`config.mk`:
```
export PLATFORM = sky130hd
export DESIGN_NAME = regfile_wb_arbiter
export DESIGN_NICKNAME = d
export VERILOG_FILES = /design/src/rtl/regfile_wb_arbiter.sv
export SDC_FILE = /design/constraint.sdc
export NUM_CORES = 1
export LEC_CHECK = 0
export ABC_AREA = 0
export CAP_MARGIN = 20
export CORE_AREA = 8 8 122 124
export CTS_CLUSTER_DIAMETER = 80
export DETAILED_ROUTE_END_ITERATION = 7
export DIE_AREA = 0 0 130 132
export GPL_TIMING_DRIVEN = 1
export PLACE_DENSITY_LB_ADDON = 0.08
export SYNTH_ARGS = -nofsm -noshare
export SYNTH_HDL_FRONTEND = slang
export SYNTH_SLANG_ARGS = --single-unit
```
`constraint.sdc`:
```
create_clock -name clk -period 3.9 [get_ports clk]
set_input_delay 0.585 -clock clk [delete_from_list [all_inputs] [get_ports clk]]
set_output_delay 0.585 -clock clk [all_outputs]
set_load 0.02 [all_outputs]
```
`src/rtl/regfile_wb_arbiter.sv`:
```
// Write-back arbiter: grants up to two of LSU/MDU/ALU per cycle onto register file ports B then A.
// Optional pending-write busy scoreboard is built when WB_ARB_SCOREBOARD_EN is defined.
module regfile_wb_arbiter #(
  parameter int unsigned ADDR_WIDTH   = 5,
  parameter int unsigned DATA_WIDTH   = 32,
  parameter int unsigned STARVE_LIMIT = 4
) (
  input  logic                    clk,
  input  logic                    rst,
  input  logic                    lsu_valid_i,
  output logic                    lsu_ready_o,
  input  logic [ADDR_WIDTH-1:0]   lsu_addr_i,
  input  logic [DATA_WIDTH-1:0]   lsu_data_i,
  input  logic                    mdu_valid_i,
  output logic                    mdu_ready_o,
  input  logic [ADDR_WIDTH-1:0]   mdu_addr_i,
  input  logic [DATA_WIDTH-1:0]   mdu_data_i,
  input  logic                    alu_valid_i,
  output logic                    alu_ready_o,
  input  logic [ADDR_WIDTH-1:0]   alu_addr_i,
  input  logic [DATA_WIDTH-1:0]   alu_data_i,
  output logic [ADDR_WIDTH-1:0]   waddr_a_o,
  output logic [DATA_WIDTH-1:0]   wdata_a_o,
  output logic                    we_a_o,
  output logic [ADDR_WIDTH-1:0]   waddr_b_o,
  output logic [DATA_WIDTH-1:0]   wdata_b_o,
  output logic                    we_b_o
`ifdef WB_ARB_SCOREBOARD_EN
  ,
  input  logic                    rsv_valid_i,
  input  logic [ADDR_WIDTH-1:0]   rsv_addr_i,
  output logic [2**ADDR_WIDTH-1:0] busy_o
`endif
);

  localparam int unsigned NREQ = 3;

  logic [NREQ-1:0]       w_valid;
  logic [NREQ-1:0]       w_grant;
  logic [NREQ-1:0]       w_promo;
  logic [ADDR_WIDTH-1:0] w_addr [NREQ];
  logic [DATA_WIDTH-1:0] w_data [NREQ];
  logic [3:0]            r_cnt  [NREQ];
  logic                  w_use_a, w_use_b;
  logic [1:0]            w_sel_a, w_sel_b;
  logic [ADDR_WIDTH-1:0] w_first;

  logic                  r_we_a, r_we_b;
  logic [ADDR_WIDTH-1:0] r_waddr_a, r_waddr_b;
  logic [DATA_WIDTH-1:0] r_wdata_a, r_wdata_b;

  assign w_valid = {alu_valid_i, mdu_valid_i, lsu_valid_i};
  assign w_addr[0] = lsu_addr_i;
  assign w_addr[1] = mdu_addr_i;
  assign w_addr[2] = alu_addr_i;
  assign w_data[0] = lsu_data_i;
  assign w_data[1] = mdu_data_i;
  assign w_data[2] = alu_data_i;

  always_comb begin
    for (int unsigned i = 0; i < NREQ; i++) begin
      w_promo[i] = (r_cnt[i] >= 4'(STARVE_LIMIT));
    end
  end

  // Pass 0 visits promoted requesters, pass 1 the rest; base order within each pass.
  always_comb begin
    w_grant = '0;
    w_use_a = 1'b0;
    w_use_b = 1'b0;
    w_sel_a = '0;
    w_sel_b = '0;
    w_first = '0;
    for (int unsigned p = 0; p < 2; p++) begin
      for (int unsigned i = 0; i < NREQ; i++) begin
        if (w_valid[i] && !rst && (w_promo[i] == (p == 0))) begin
          if (w_addr[i] == '0) begin
            w_grant[i] = 1'b1;
          end else if (!w_use_b) begin
            w_grant[i] = 1'b1;
            w_use_b    = 1'b1;
            w_sel_b    = 2'(i);
            w_first    = w_addr[i];
          end else if (!w_use_a && (w_addr[i] != w_first)) begin
            w_grant[i] = 1'b1;
            w_use_a    = 1'b1;
            w_sel_a    = 2'(i);
          end
        end
      end
    end
  end

  assign lsu_ready_o = w_grant[0];
  assign mdu_ready_o = w_grant[1];
  assign alu_ready_o = w_grant[2];

  always_ff @(posedge clk) begin
    for (int unsigned i = 0; i < NREQ; i++) begin
      if (rst || !w_valid[i] || w_grant[i]) begin
        r_cnt[i] <= '0;
      end else if (r_cnt[i] != 4'hF) begin
        r_cnt[i] <= r_cnt[i] + 4'd1;
      end
    end
  end

  always_ff @(posedge clk) begin
    if (rst) begin
      r_we_a    <= 1'b0;
      r_we_b    <= 1'b0;
      r_waddr_a <= '0;
      r_waddr_b <= '0;
      r_wdata_a <= '0;
      r_wdata_b <= '0;
    end else begin
      r_we_a <= w_use_a;
      r_we_b <= w_use_b;
      if (w_use_a) begin
        r_waddr_a <= w_addr[w_sel_a];
        r_wdata_a <= w_data[w_sel_a];
      end
      if (w_use_b) begin
        r_waddr_b <= w_addr[w_sel_b];
        r_wdata_b <= w_data[w_sel_b];
      end
    end
  end

  // Write enables are masked by rst so a write registered just before reset never reaches the file.
  assign we_a_o    = r_we_a & ~rst;
  assign we_b_o    = r_we_b & ~rst;
  assign waddr_a_o = r_waddr_a;
  assign waddr_b_o = r_waddr_b;
  assign wdata_a_o = r_wdata_a;
  assign wdata_b_o = r_wdata_b;

`ifdef WB_ARB_SCOREBOARD_EN
  logic [2**ADDR_WIDTH-1:0] r_busy;
  logic [2**ADDR_WIDTH-1:0] w_busy_nxt;

  // Set is applied after clear so a same-cycle reservation wins.
  always_comb begin
    w_busy_nxt = r_busy;
    if (we_a_o) w_busy_nxt[waddr_a_o] = 1'b0;
    if (we_b_o) w_busy_nxt[waddr_b_o] = 1'b0;
    if (rsv_valid_i && (rsv_addr_i != '0)) w_busy_nxt[rsv_addr_i] = 1'b1;
  end

  always_ff @(posedge clk) begin
    if (rst) r_busy <= '0;
    else     r_busy <= w_busy_nxt;
  end

  assign busy_o = r_busy;
`endif

endmodule

```
==> summary.md, run 1 <==
| Metric | Value |
|---|---|
| Run status | complete, but fails checks |
| Failing checks | setup timing |
| Core Box Area | 12980 sq um |
| Clock share of power | 32.4% |
| CP startpoint kind | input pin |
| Initial Util | 46.11% |
| DP Wirelength | 18660 microns |
| GPL Wtd Cong | 1.024 |
| Max_cap viols | 0 |
| Unrepaired setup endpoints after global routing | yes |
| Worst min path class | reg -> reg |
| Pin count of the biggest net entering global routing | 75 |
| H-tree levels | 3 |
| DRC violations left | 0 |
| Mapped Area | 5984 sq um |
| Top_reg_cell synth | dfxtp_1 |
| Final net count | 1114 |
| EDFF count, synth | 12 |
| Post-route ant nets | 0 |
| Crit end category | primary output |
| Pre-CTS setup slack | -0.9881 ns |
| Port bufs | 194 |
| # rows | 42 |
| Latest clock arrival within the worst-skew pair | 0.35 ns |
| GRT Overall Usage | 28.24% |
| Avg WL per Cell | 21.61 microns |
| CTS Buf Count | 9 |
| CP max FO | 8 |
| Syn_area_per_cell | 8.661 sq um |
| Sw Pwr | 869.1 uW |
| Setup ws final | -0.2092 ns |
| Slowest cell on crit path | clkdlybuf4s50_1 |
| Via Count | 7050 |
| Share of flip-flops with an asynchronous set or reset | 0% |
| Reg-to-reg critical path startpoint | r_cnt[0][2] |
| Clock Tree Buf Depth | 2 |
| Die Ht | 132 microns |
| Number of global-route vias before repair | 6974 |
| Endpoints failing hold | 0 |
| Cts hold-fix bufs | 0 |
| Type of the worst setup path | in -> out |
| Worst setup path startpoint | mdu_valid_i |
| Ratio of cells with drive above 1 in the final layout | 25.30% |
| Crit path DAT | 3.52 ns |
| VDD IR-drop max | 0.1824 mV |
| Yosys cell types | 83 |
| Final Routed Wirelength | 25410 microns |
| N_diodes | 0 |
| Initial antenna violation count | 0 |
| Crit path largest cell delay | 0.51 ns |
| Yosys reg bits | 88 |
| CTS tree | built |
| First-pass GRT wire length | 38410 microns |
| Sequential power share | 36.0% |
| CTS sink cnt | 88 |
| CTS root buffer | clkbuf_16 |
| CTS clk-pin slew, worst paths | 0.06 ns |
| Final setup vio count | 2 |
| Cell-internal power | 1994 uW |
| Fin crit share | 105.4% |
| Boundary pin count | 195 |
| Leak | 0.004069 uW |
| Post-synthesis sequential area ratio | 31.44% |
| Hold path start | waddr_a_o[1] |
| YS warnings | 0 |
| Worst Skew | 0.009144 ns |
| Via density | 5.995 |
| Die area | 17160 sq um |
| Area delta synth->final | 61.72% |
| Slew Viols, Final | 0 |
| Setup TNS | -0.2502 ns |
| Critical-path cell list | clkdlybuf4s50_1, nor2b_4, o211a_4, buf_8, nor3_4, or3_4, a211oi_4, a31oi_4, a311oi_4, o31a_1, o31ai_2, a21oi_1, buf_4 |
| First DRT Iteration DRCs | 681 |
| Pwr/cell area | 295.8 nW/um^2 |
| Minimum clock period | 4.109 ns |
| Comb pwr share | 31.6% |
| Cells after Synth | 691 |
| Non-filler cells, final | 1176 |
| Sw frac | 30.36% |
| Pre-Repair DR Iteration Count | 5 |
| Critical Path RT | 3.31 ns |
| Grt total ovfl | 0 |
| Fillers | 962 |
| Cells after DPL | 1135 |
| Die Wd | 130 microns |
| Max Clock Freq | 243.4 MHz |
| Total power | 2863 uW |
worst max-delay path, delay by kind of cell:
kind	cells	cell delay, ns
compound gates	7	1.48
simple gates	3	0.61
buf+inv	3	0.84
area by class of cell:
cell class | count | area [sq um] | share of cell area [%]
Sequential cell | 88 | 1882 | 19.44
Clock buffer | 11 | 264.0 | 2.728
Clock inverter | 5 | 61.31 | 0.6335
Timing Repair Buffer | 349 | 3228 | 33.35
Inverter | 12 | 45.04 | 0.4654
Multi-Input combinational cell | 535 | 3978 | 41.10
Tap cell | 176 | 220.2 | 2.275
layout by cell type (no fill, tap or decap), types with 6 or more instances in the layout:
master           count
buf_6               14
buf_4              133
nand4_1              6
a21oi_1             42
nand2_1             21
xnor2_1              9
o21ai_0              7
nand3_1             12
clkdlybuf4s50_1    174
and3_1               6
nand2b_1             6
buf_2                9
nor2_1             132
inv_1               11
a211oi_1            41
edfxtp_1            12
a221o_1             36
clkbuf_16           11
buf_12               9
mux2i_1             76
dfxtp_1             76
state kept, by name, indices dropped and copies added (netlist names):
| signal | count |
|---|---|
| wdata_b_o | 32 |
| r_we_b | 1 |
| r_cnt | 12 |
| waddr_b_o | 5 |
| wdata_a_o | 32 |
| waddr_a_o | 5 |
| r_we_a | 1 |
power by group through the flow:
stage                     combinational, uW  clock, uW  sequential [uW]
after floorplan                         330          0             1130
after global placement                  848          0             1050
after detailed placement                860          0             1050
after CTS                               880        942             1030
after global routing                    953        977             1040
final                                   906        927             1030
routing by layer:
layer,global-route usage (%),share of wire [%],up-vias
met4,11.36,3.9,0
met1,33.37,39,3406
li1,-,-,3207
met5,0,0,-
met2,47.84,49,371
met3,6.553,8.6,66
cells by family after synthesis:
logic type	Yosys count	synth area share (%)
buf+inv	72	6.983
xor+xnor	12	1.756
mux	77	12.88
simple gates	235	19.03
other cells	2	0.1255
compound gates	202	27.16
fa+ha+maj	3	0.6273
flops	88	31.44
Yosys cell counts, types with 3 or more instances:
library cell,count,area (sq um)
edfxtp_1,12,360.4
nand3_1,12,60.06
nor2_2,3,18.77
buf_1,4,15.01
nand2b_1,6,37.54
mux2i_1,77,770.7
o211ai_1,3,22.52
and2_1,4,25.02
buf_8,3,45.04
nor2b_1,4,25.02
o32ai_1,3,26.28
or2_2,5,31.28
and3_1,8,50.05
a221o_1,36,360.4
dfxtp_1,76,1521
or4_4,3,33.78
buf_6,10,112.6
o31ai_1,5,37.54
buf_2,19,95.09
a32o_1,3,30.03
o21ai_1,3,15.01
a21oi_1,44,220.2
o22ai_1,7,43.79
nand2_1,21,78.83
inv_1,11,41.29
o211a_1,3,30.03
clkbuf_1,20,75.07
a211oi_2,3,37.54
o21ai_0,8,40.04
nor2_1,135,506.7
a211oi_1,42,315.3
xnor2_1,10,87.58
buf_4,4,30.03
a311o_1,3,30.03
nor3_1,6,30.03
a31oi_1,6,37.54
nand4_1,6,37.54
o21a_1,3,22.52
ha_1,3,37.54
stage by stage:
stage / area, sq um / util [%] / hold WS [ns]
2_1_floorplan: 6001 / - / 0.5359
3_3_place_gp: 8920 / 68.72 / 0.4677
4_1_cts: 9470 / 72.96 / 0.4877
3_5_place_dp: 8920 / 68.72 / 0.4726
6_report: 9678 / 74.56 / 0.4864
5_1_grt: 9678 / 74.56 / 0.4999
worst paths after layout:
| path | end | slack (ns) | depth (start not counted) |
|---|---|---|---|
| hold reg to reg | waddr_a_o[1] | 0.49 | 1 |
| setup / recovery | alu_ready_o | -0.21 | 13 |
| hold / removal | waddr_a_o[1] | 0.49 | 1 |
| setup reg to reg | wdata_a_o[1] | 0.25 | 16 |
what timing repair did:
action / 4_1_cts / 5_1_grt
cloned: 1 / 2
hold endpoints to repair: 0 / 0
pin swaps: 24 / 26
setup buffers: 14 / 10
setup endpoints to repair: 48 / 24
gates resized for setup: 96 / 28
Power figures use the tool's default switching activity.
==> inputs of run 2 (changes only) <==
--- a/config.mk
+++ b/config.mk
@@ -7,11 +7,12 @@
 export LEC_CHECK = 0
 export ABC_AREA = 0
 export CAP_MARGIN = 20
-export CORE_AREA = 8 8 122 124
+export CORE_AREA = 2 2 116 118
 export CTS_CLUSTER_DIAMETER = 80
 export DETAILED_ROUTE_END_ITERATION = 7
-export DIE_AREA = 0 0 130 132
+export DIE_AREA = 0 0 118 120
 export GPL_TIMING_DRIVEN = 1
+export MAX_ROUTING_LAYER = met4
 export PLACE_DENSITY_LB_ADDON = 0.08
 export SYNTH_ARGS = -nofsm -noshare
 export SYNTH_HDL_FRONTEND = slang
==> run 2 against run 1 <==
Against the previous run: the flow still finishes with violations (setup timing); critical path depth grew 1; sequential power about the same; count of clock-buffer cells in the layout did not move; first-iteration DRC count shrank 6.5%; hold slack barely moved; critical endpoint is now mdu_ready_o; largest power group unchanged.
==> summary.md, run 2 (synthesis results as in run 1) <==
| Metric | Value |
|---|---|
| First DRT Iteration DRCs | 637 (-6.5%) |
| Max Clock Freq | 243.6 MHz (about the same) |
| Cells after DPL | 1145 (+0.88%) |
| Via Count | 7010 (-0.57%) |
| Failing checks | setup timing |
| Clock share of power | 30.2% (-2.2 points) |
| Die Ht | 120 microns (-9.1%) |
| Setup TNS | -0.3563 ns (-0.1061 ns) |
| Final setup vio count | 2 (unchanged) |
| Pin count of the biggest net entering global routing | 44 (-41%) |
| Reg-to-reg critical path startpoint | r_cnt[0][3] |
| Cell-internal power | 1902 uW (-4.6%) |
| Critical-path cell list | buf_6, or4_4, o211ai_4, buf_12, buf_8, buf_4, nand2_4, a211oi_1, o22ai_1, and4b_1, or3_4, and3_4, o31ai_4, buf_6 |
| Core Box Area | 12980 sq um (unchanged) |
| CTS Buf Count | 9 (unchanged) |
| Critical Path RT | 3.31 ns (about the same) |
| CTS clk-pin slew, worst paths | 0.06 ns (about the same) |
| Sequential power share | 37.3% (+1.3 points) |
| Area of the multi-input gates | 3924 sq um (-1.4%) |
| Hold Crit Depth | 1 (unchanged) |
| First-pass GRT wire length | 37000 microns (-3.7%) |
| Fillers | 965 (+0.31%) |
| R2R Setup Slk | 0.21 ns (-0.04 ns) |
| Endpoints failing hold | 0 (unchanged) |
| Most frequent cells in the layout | clkdlybuf4s50_1, buf_4, nor2_1, mux2i_1, dfxtp_1 |
| Sw frac | 31.34% (+0.98 points) |
| Minimum clock period | 4.106 ns (-0.003319 ns) |
| Reg-to-reg endpoint | wdata_a_o[30] |
| Commonest non-fill, non-tap cell in the layout | clkdlybuf4s50_1 |
| Slowest cell on crit path | or4_4 |
| Fin crit share | 105.3% (about the same) |
| Cell Area, Placed | 9007 sq um (+0.98%) |
| Via density | 5.926 (-1.2%) |
| Slew Viols, Final | 0 (unchanged) |
| Area delta synth->final | 62.30% |
| Die area | 14160 sq um (-17%) |
| GPL Wtd Cong | 1.011 (-1.3%) |
| Finished layout cell area | 9713 sq um (+0.36%) |
| DRC violations left | 0 (unchanged) |
| VDD IR-drop max | 0.1979 mV (+8.5%) |
| N_diodes | 0 (unchanged) |
| Worst path bufs/invs | 5 (+2) |
| Max_cap viols | 0 (unchanged) |
| Crit end category | primary output |
| Die Wd | 118 microns (-9.2%) |
| Latest clock arrival within the worst-skew pair | 0.34 ns (about the same) |
| CTS root buffer | clkbuf_16 |
| Destination of the worst hold path | wdata_a_o[19] |
| Register area | 1882 sq um (unchanged) |
| Leak | 0.004089 uW (+0.50%) |
| Reg2reg path depth | 16 (unchanged) |
| Initial antenna violation count | 0 (unchanged) |
| Ratio of cells with drive above 1 in the final layout | 25.22% (-0.077 points) |
| Worst min path class | reg -> reg |
| Boundary pin count | 195 (unchanged) |
| Setup ws final | -0.2059 ns (+0.003319 ns) |
| CP max FO | 6 (-2) |
| Pre-Repair DR Iteration Count | 5 (unchanged) |
| Hold path start | wdata_a_o[19] |
| Run status | complete, but fails checks |
| CP startpoint kind | input pin |
| Type of the worst setup path | in -> out |
| Crit path DAT | 3.52 ns (about the same) |
| Sw Pwr | 868.3 uW (about the same) |
| CTS tree | built |
| H-tree levels | 3 (unchanged) |
| DP Wirelength | 17320 microns (-7.2%) |
| GRT Overall Usage | 33.77% (+5.5 points) |
| Cts hold-fix bufs | 0 (unchanged) |
| Unrepaired setup endpoints after global routing | yes |
| Most used cell along the critical path | buf_6 |
| Post-route ant nets | 0 (unchanged) |
| Pwr/cell area | 285.2 nW/um^2 (-3.6%) |
| Grt total ovfl | 0 (unchanged) |
| Clock Tree Buf Depth | 2 (unchanged) |
| CTS sink cnt | 88 (unchanged) |
| Crit path max-delay family | simple AND/OR/NAND/NOR gates |
| Comb pwr share | 32.6% (+1.0 points) |
| Final net count | 1121 (+0.63%) |
| Non-filler cells, final | 1183 (+0.60%) |
| Final Routed Wirelength | 23590 microns (-7.2%) |
| # rows | 42 (unchanged) |
| Avg WL per Cell | 19.94 microns (-7.7%) |
| Initial Util | 46.11% (unchanged) |
| Crit path largest cell delay | 0.55 ns (+0.04 ns) |
| Worst setup path startpoint | lsu_addr_i[3] |
| Port bufs | 194 (unchanged) |
| Worst Skew | 0.006527 ns (-0.002617 ns) |
| Number of global-route vias before repair | 7139 (+2.4%) |
[run 2: cell types whose count changed in the layout (fill, tap and decap cells not counted), sizes merged, moves of 2 or more]
cell and change:
buf +6, inv +3, clkinv -3, clkdlybuf4s50 +2
[run 2: metrics by stage]
| stage | utilization [%] | power [uW] | setup WS [ns] | hold slack [ns] |
|---|---|---|---|---|
| final | 74.83 | 2770 | -0.2059 | 0.4867 |
| after floorplan | - | 1461 | 0.06031 | 0.5359 |
| after global placement | 69.39 | 1891 | -0.9877 | 0.4663 |
| after global routing | 74.83 | 2886 | -0.3048 | 0.5031 |
| after detailed placement | 69.39 | 1908 | -1.020 | 0.4706 |
| after CTS | 73.65 | 2767 | -0.1457 | 0.4886 |
[run 2: worst max-delay path by stage]
stage | end | slack [ns] | cells after the start
after global routing | alu_ready_o | -0.30 | 14
after global placement | mdu_ready_o | -0.99 | 11
after detailed placement | mdu_ready_o | -1.02 | 11
after floorplan | alu_ready_o | 0.06 | 12
after CTS | mdu_ready_o | -0.15 | 12
final | mdu_ready_o | -0.21 | 14
[run 2: cell type report]
class / count / area share (%)
timing repair buffer: 357 / 34.61
clock buffer: 11 / 2.499
multi-input combinational: 534 / 40.40
sequential: 88 / 19.37
inverter: 12 / 0.4637
tap: 176 / 2.267
clock inverter: 5 / 0.3864
[run 2: power groups by stage]
stage	sequential [uW]	clock, uW	combinational [uW]
2_1_floorplan	1130	0	330
3_3_place_gp	1050	0	846
3_5_place_dp	1050	0	857
4_1_cts	1030	854	883
5_1_grt	1040	892	954
6_report	1030	836	903
[run 2: per-layer routing]
metal / part of all wire [%] / global-route usage (%) / up-vias / wire, microns
li1: - / - / 3222 / -
met1: 40 / 38.96 / 3417 / 9375
met2: 51 / 59.19 / 323 / 11950
met3: 7.2 / 6.226 / 48 / 1690
met4: 2.4 / 11.52 / 0 / 567
met5: 0 / - / - / 0
[run 2: repair_timing]
| action | CTS | global route |
|---|---|---|
| gates resized for setup | 87 | 21 |
| pin swaps | 30 | 20 |
| setup endpoints to repair | 48 | 42 |
| hold endpoints to repair | 0 | 0 |
| cloned | 1 | 1 |
| buffers inserted | 12 | 9 |
==> inputs of run 3 (changes only) <==
--- a/config.mk
+++ b/config.mk
@@ -9,9 +9,11 @@
 export CAP_MARGIN = 20
 export CORE_AREA = 2 2 116 118
 export CTS_CLUSTER_DIAMETER = 80
+export CTS_CLUSTER_SIZE = 24
 export DETAILED_ROUTE_END_ITERATION = 7
 export DIE_AREA = 0 0 118 120
-export GPL_TIMING_DRIVEN = 1
+export GPL_TIMING_DRIVEN = 0
+export HOLD_SLACK_MARGIN = 0.06
 export MAX_ROUTING_LAYER = met4
 export PLACE_DENSITY_LB_ADDON = 0.08
 export SYNTH_ARGS = -nofsm -noshare
==> run 3 against run 2 <==
Against the previous run: the run still ends with setup timing left; combinational power is 3.1% lower; hold slack improved by 0.0021 ns; cell area down 4.1%; utilization is 3.1 points lower; count of clock-buffer cells in the layout did not move; sequential cell count unchanged; via count fell by 1.5%; die area did not move; highest routed layer unchanged.
==> summary.md, run 3 (synthesis results as in run 1) <==
| Metric | Value |
|---|---|
| CTS root buffer | clkbuf_16 |
| GPL Wtd Cong | 1.026 (+1.5%) |
| Die Ht | 120 microns (unchanged) |
| First-pass GRT wire length | 36670 microns (-0.88%) |
| Endpoints failing hold | 0 (unchanged) |
| Clock Tree Buf Depth | 2 (unchanged) |
| Final Routed Wirelength | 23920 microns (+1.4%) |
| Pin count of the biggest net entering global routing | 16 (-64%) |
| Slowest cell on crit path | clkdlybuf4s50_1 |
| Final net count | 1075 (-4.1%) |
| Slew Viols, Final | 0 (unchanged) |
| Worst min path class | reg -> reg |
| Die Wd | 118 microns (unchanged) |
| GRT Overall Usage | 33.32% (-0.45 points) |
| Non-filler cells, final | 1137 (-3.9%) |
| Avg WL per Cell | 21.04 microns (+5.5%) |
| Max Clock Freq | 235.1 MHz (-3.5%) |
| First DRT Iteration DRCs | 663 (+4.1%) |
| H-tree levels | 3 (unchanged) |
| Crit path max-delay family | compound AO/OA/AOI/OAI gates |
| Cells after DPL | 1059 (-7.5%) |
| Crit end category | primary output |
| Latest clock arrival within the worst-skew pair | 0.35 ns (about the same) |
| Failing checks | setup timing |
| Grt total ovfl | 0 (unchanged) |
| Critical-path cell list | clkdlybuf4s50_1, nor2b_4, o211ai_4, buf_6, buf_6, a211oi_4, o21ai_1, o311ai_4, nand4b_1, a311oi_2, o31a_1, o31ai_2, a21oi_1, buf_4 |
| Crit path largest cell delay | 0.54 ns (about the same) |
| Pwr/cell area | 303.4 nW/um^2 (+6.4%) |
| Die area | 14160 sq um (unchanged) |
| Via Count | 6902 (-1.5%) |
| VDD IR-drop max | 0.1728 mV (-13%) |
| Ratio of cells with drive above 1 in the final layout | 20.81% (-4.4 points) |
| Least-Margin Pin Slew | 0.7511 ns |
| Setup TNS | -1.925 ns (-1.569 ns) |
| Area delta synth->final | 55.68% |
| Boundary pin count | 195 (unchanged) |
| N_diodes | 0 (unchanged) |
| Most frequent cells in the layout | clkdlybuf4s50_1, nor2_1, mux2i_1, dfxtp_1, buf_4 |
| Via density | 6.070 (+2.4%) |
| Cts hold-fix bufs | 0 (unchanged) |
| Most used cell along the critical path | buf_6 |
| CTS Buf Count | 9 (unchanged) |
| Post-route ant nets | 0 (unchanged) |
| Leak | 0.003789 uW (-7.3%) |
| Core Box Area | 12980 sq um (unchanged) |
| Worst path depth | 14 (unchanged) |
| Hold Crit Depth | 1 (unchanged) |
| Unrepaired setup endpoints after global routing | yes |
| Setup ws final | -0.3528 ns (-0.1469 ns) |
| Number of global-route vias before repair | 6837 (-4.2%) |
| Port bufs | 188 (-3.1%) |
| # rows | 42 (unchanged) |
| Critical Path RT | 3.31 ns (about the same) |
| Slew margin rel. | 49.54% |
| Fin crit share | 109.0% (+3.8 points) |
| Crit path DAT | 3.67 ns (+0.15 ns) |
| Max_cap viols | 0 (unchanged) |
| Worst Skew | 0.004550 ns (-0.001976 ns) |
| Initial antenna violation count | 0 (unchanged) |
| Reg2reg path depth | 20 (+4) |
| DRC violations left | 0 (unchanged) |
| Type of the worst setup path | in -> out |
| Minimum clock period | 4.253 ns (+0.1469 ns) |
| Commonest non-fill, non-tap cell in the layout | clkdlybuf4s50_1 |
| DP Wirelength | 16680 microns (-3.7%) |
| Total power | 2827 uW (+2.0%) |
| CTS clk-pin slew, worst paths | 0.06 ns (about the same) |
| Pre-Repair DR Iteration Count | 7 (+2) |
| Worst path bufs/invs | 4 (-1) |
| Final setup vio count | 36 (+34) |
| Initial Util | 46.11% (unchanged) |
| CTS sink cnt | 88 (unchanged) |
| CP max FO | 7 (+1) |
| CTS tree | built |
| Run status | complete, but fails checks |
| CP startpoint kind | input pin |
==> run 3: cell types whose count changed in the layout (fill, tap and decap cells not counted), sizes merged <==
cell / before / now
dlygate4sd2: 2 / 1
dlymetal6s2s: 0 / 1
clkbuf: 16 / 35
buf: 172 / 108
bufinv: 0 / 1
clkdlybuf4s50: 176 / 174
clkinv: 1 / 2
clkdlybuf4s15: 2 / 3
inv: 15 / 13
==> run 3: metal layers <==
metal  share of wire, %  routed length [microns]  up-vias  GRT usage, %
met4                4.9                     1184        0         16.49
met1                 39                     9216     3339         37.45
met2                 50                    11980      357         56.98
met3                6.5                     1544       83         6.369
li1                   -                        -     3123             -
met5                  0                        0        -             -
==> run 3: cell type report <==
| type | count | area [sq um] |
|---|---|---|
| clock inverter | 5 | 61.31 |
| sequential | 88 | 1882 |
| inverter | 12 | 48.80 |
| tap | 176 | 220.2 |
| multi-input combinational | 534 | 4004 |
| buffer | 60 | 454.2 |
| timing repair buffer | 251 | 2392 |
| clock buffer | 11 | 254.0 |
| fill | 1032 | 3664 |
==> run 3: repair_timing <==
item / in CTS / in global routing
setup buffers: 44 / 15
setup endpoints to repair: 89 / 77
pin swaps: 30 / 24
resized for setup: 107 / 41
cloned: 1 / 2
==> run 3: metrics by stage <==
step	hold slack [ns]	instance area (sq um)	setup WS [ns]	utilization, %
floorplan	0.5359	6001	0.06031	-
global placement	0.4680	8103	-1.690	62.43
detailed placement	0.4694	8108	-1.529	62.46
CTS	0.4904	9025	-0.2353	69.53
global route	0.5082	9316	-0.4359	71.78
finish	0.4888	9316	-0.3528	71.78
==> run 3: path summary, 6_finish.rpt <==
path                 startpoint       endpoint  slack [ns]
setup / recovery    alu_valid_i    alu_ready_o       -0.35
hold / removal    wdata_a_o[30]  wdata_a_o[30]        0.49
setup reg to reg    r_cnt[0][3]   waddr_a_o[0]        0.04
hold reg to reg   wdata_a_o[30]  wdata_a_o[30]        0.49
==> run 3: worst reg2reg max path, stage by stage, from the launching register on <==
cell	delay (ns)
edfxtp_1	0.46
or2_4	0.23
o211ai_4	0.11
buf_6	0.15
buf_6	0.12
buf_4	0.13
a221oi_1	0.29
o22ai_2	0.16
nor4_4	0.33
o21bai_2	0.14
a311oi_2	0.29
buf_4	0.18
buf_4	0.11
buf_4	0.10
buf_4	0.10
buf_4	0.11
or2_4	0.13
buf_6	0.15
buf_8	0.15
nor2_1	0.07
a221o_1	0.26
==> run 3: where the power goes <==
| part | switching [uW] | internal [uW] | leakage, uW | total, uW |
|---|---|---|---|---|
| Sequential | 41.4 | 991 | 0.000766 | 1030 |
| Clock | 378 | 540 | 0.000156 | 919 |
| Combinational | 455 | 421 | 0.00287 | 875 |
| Total | 875 | 1950 | 0.00379 | 2830 |
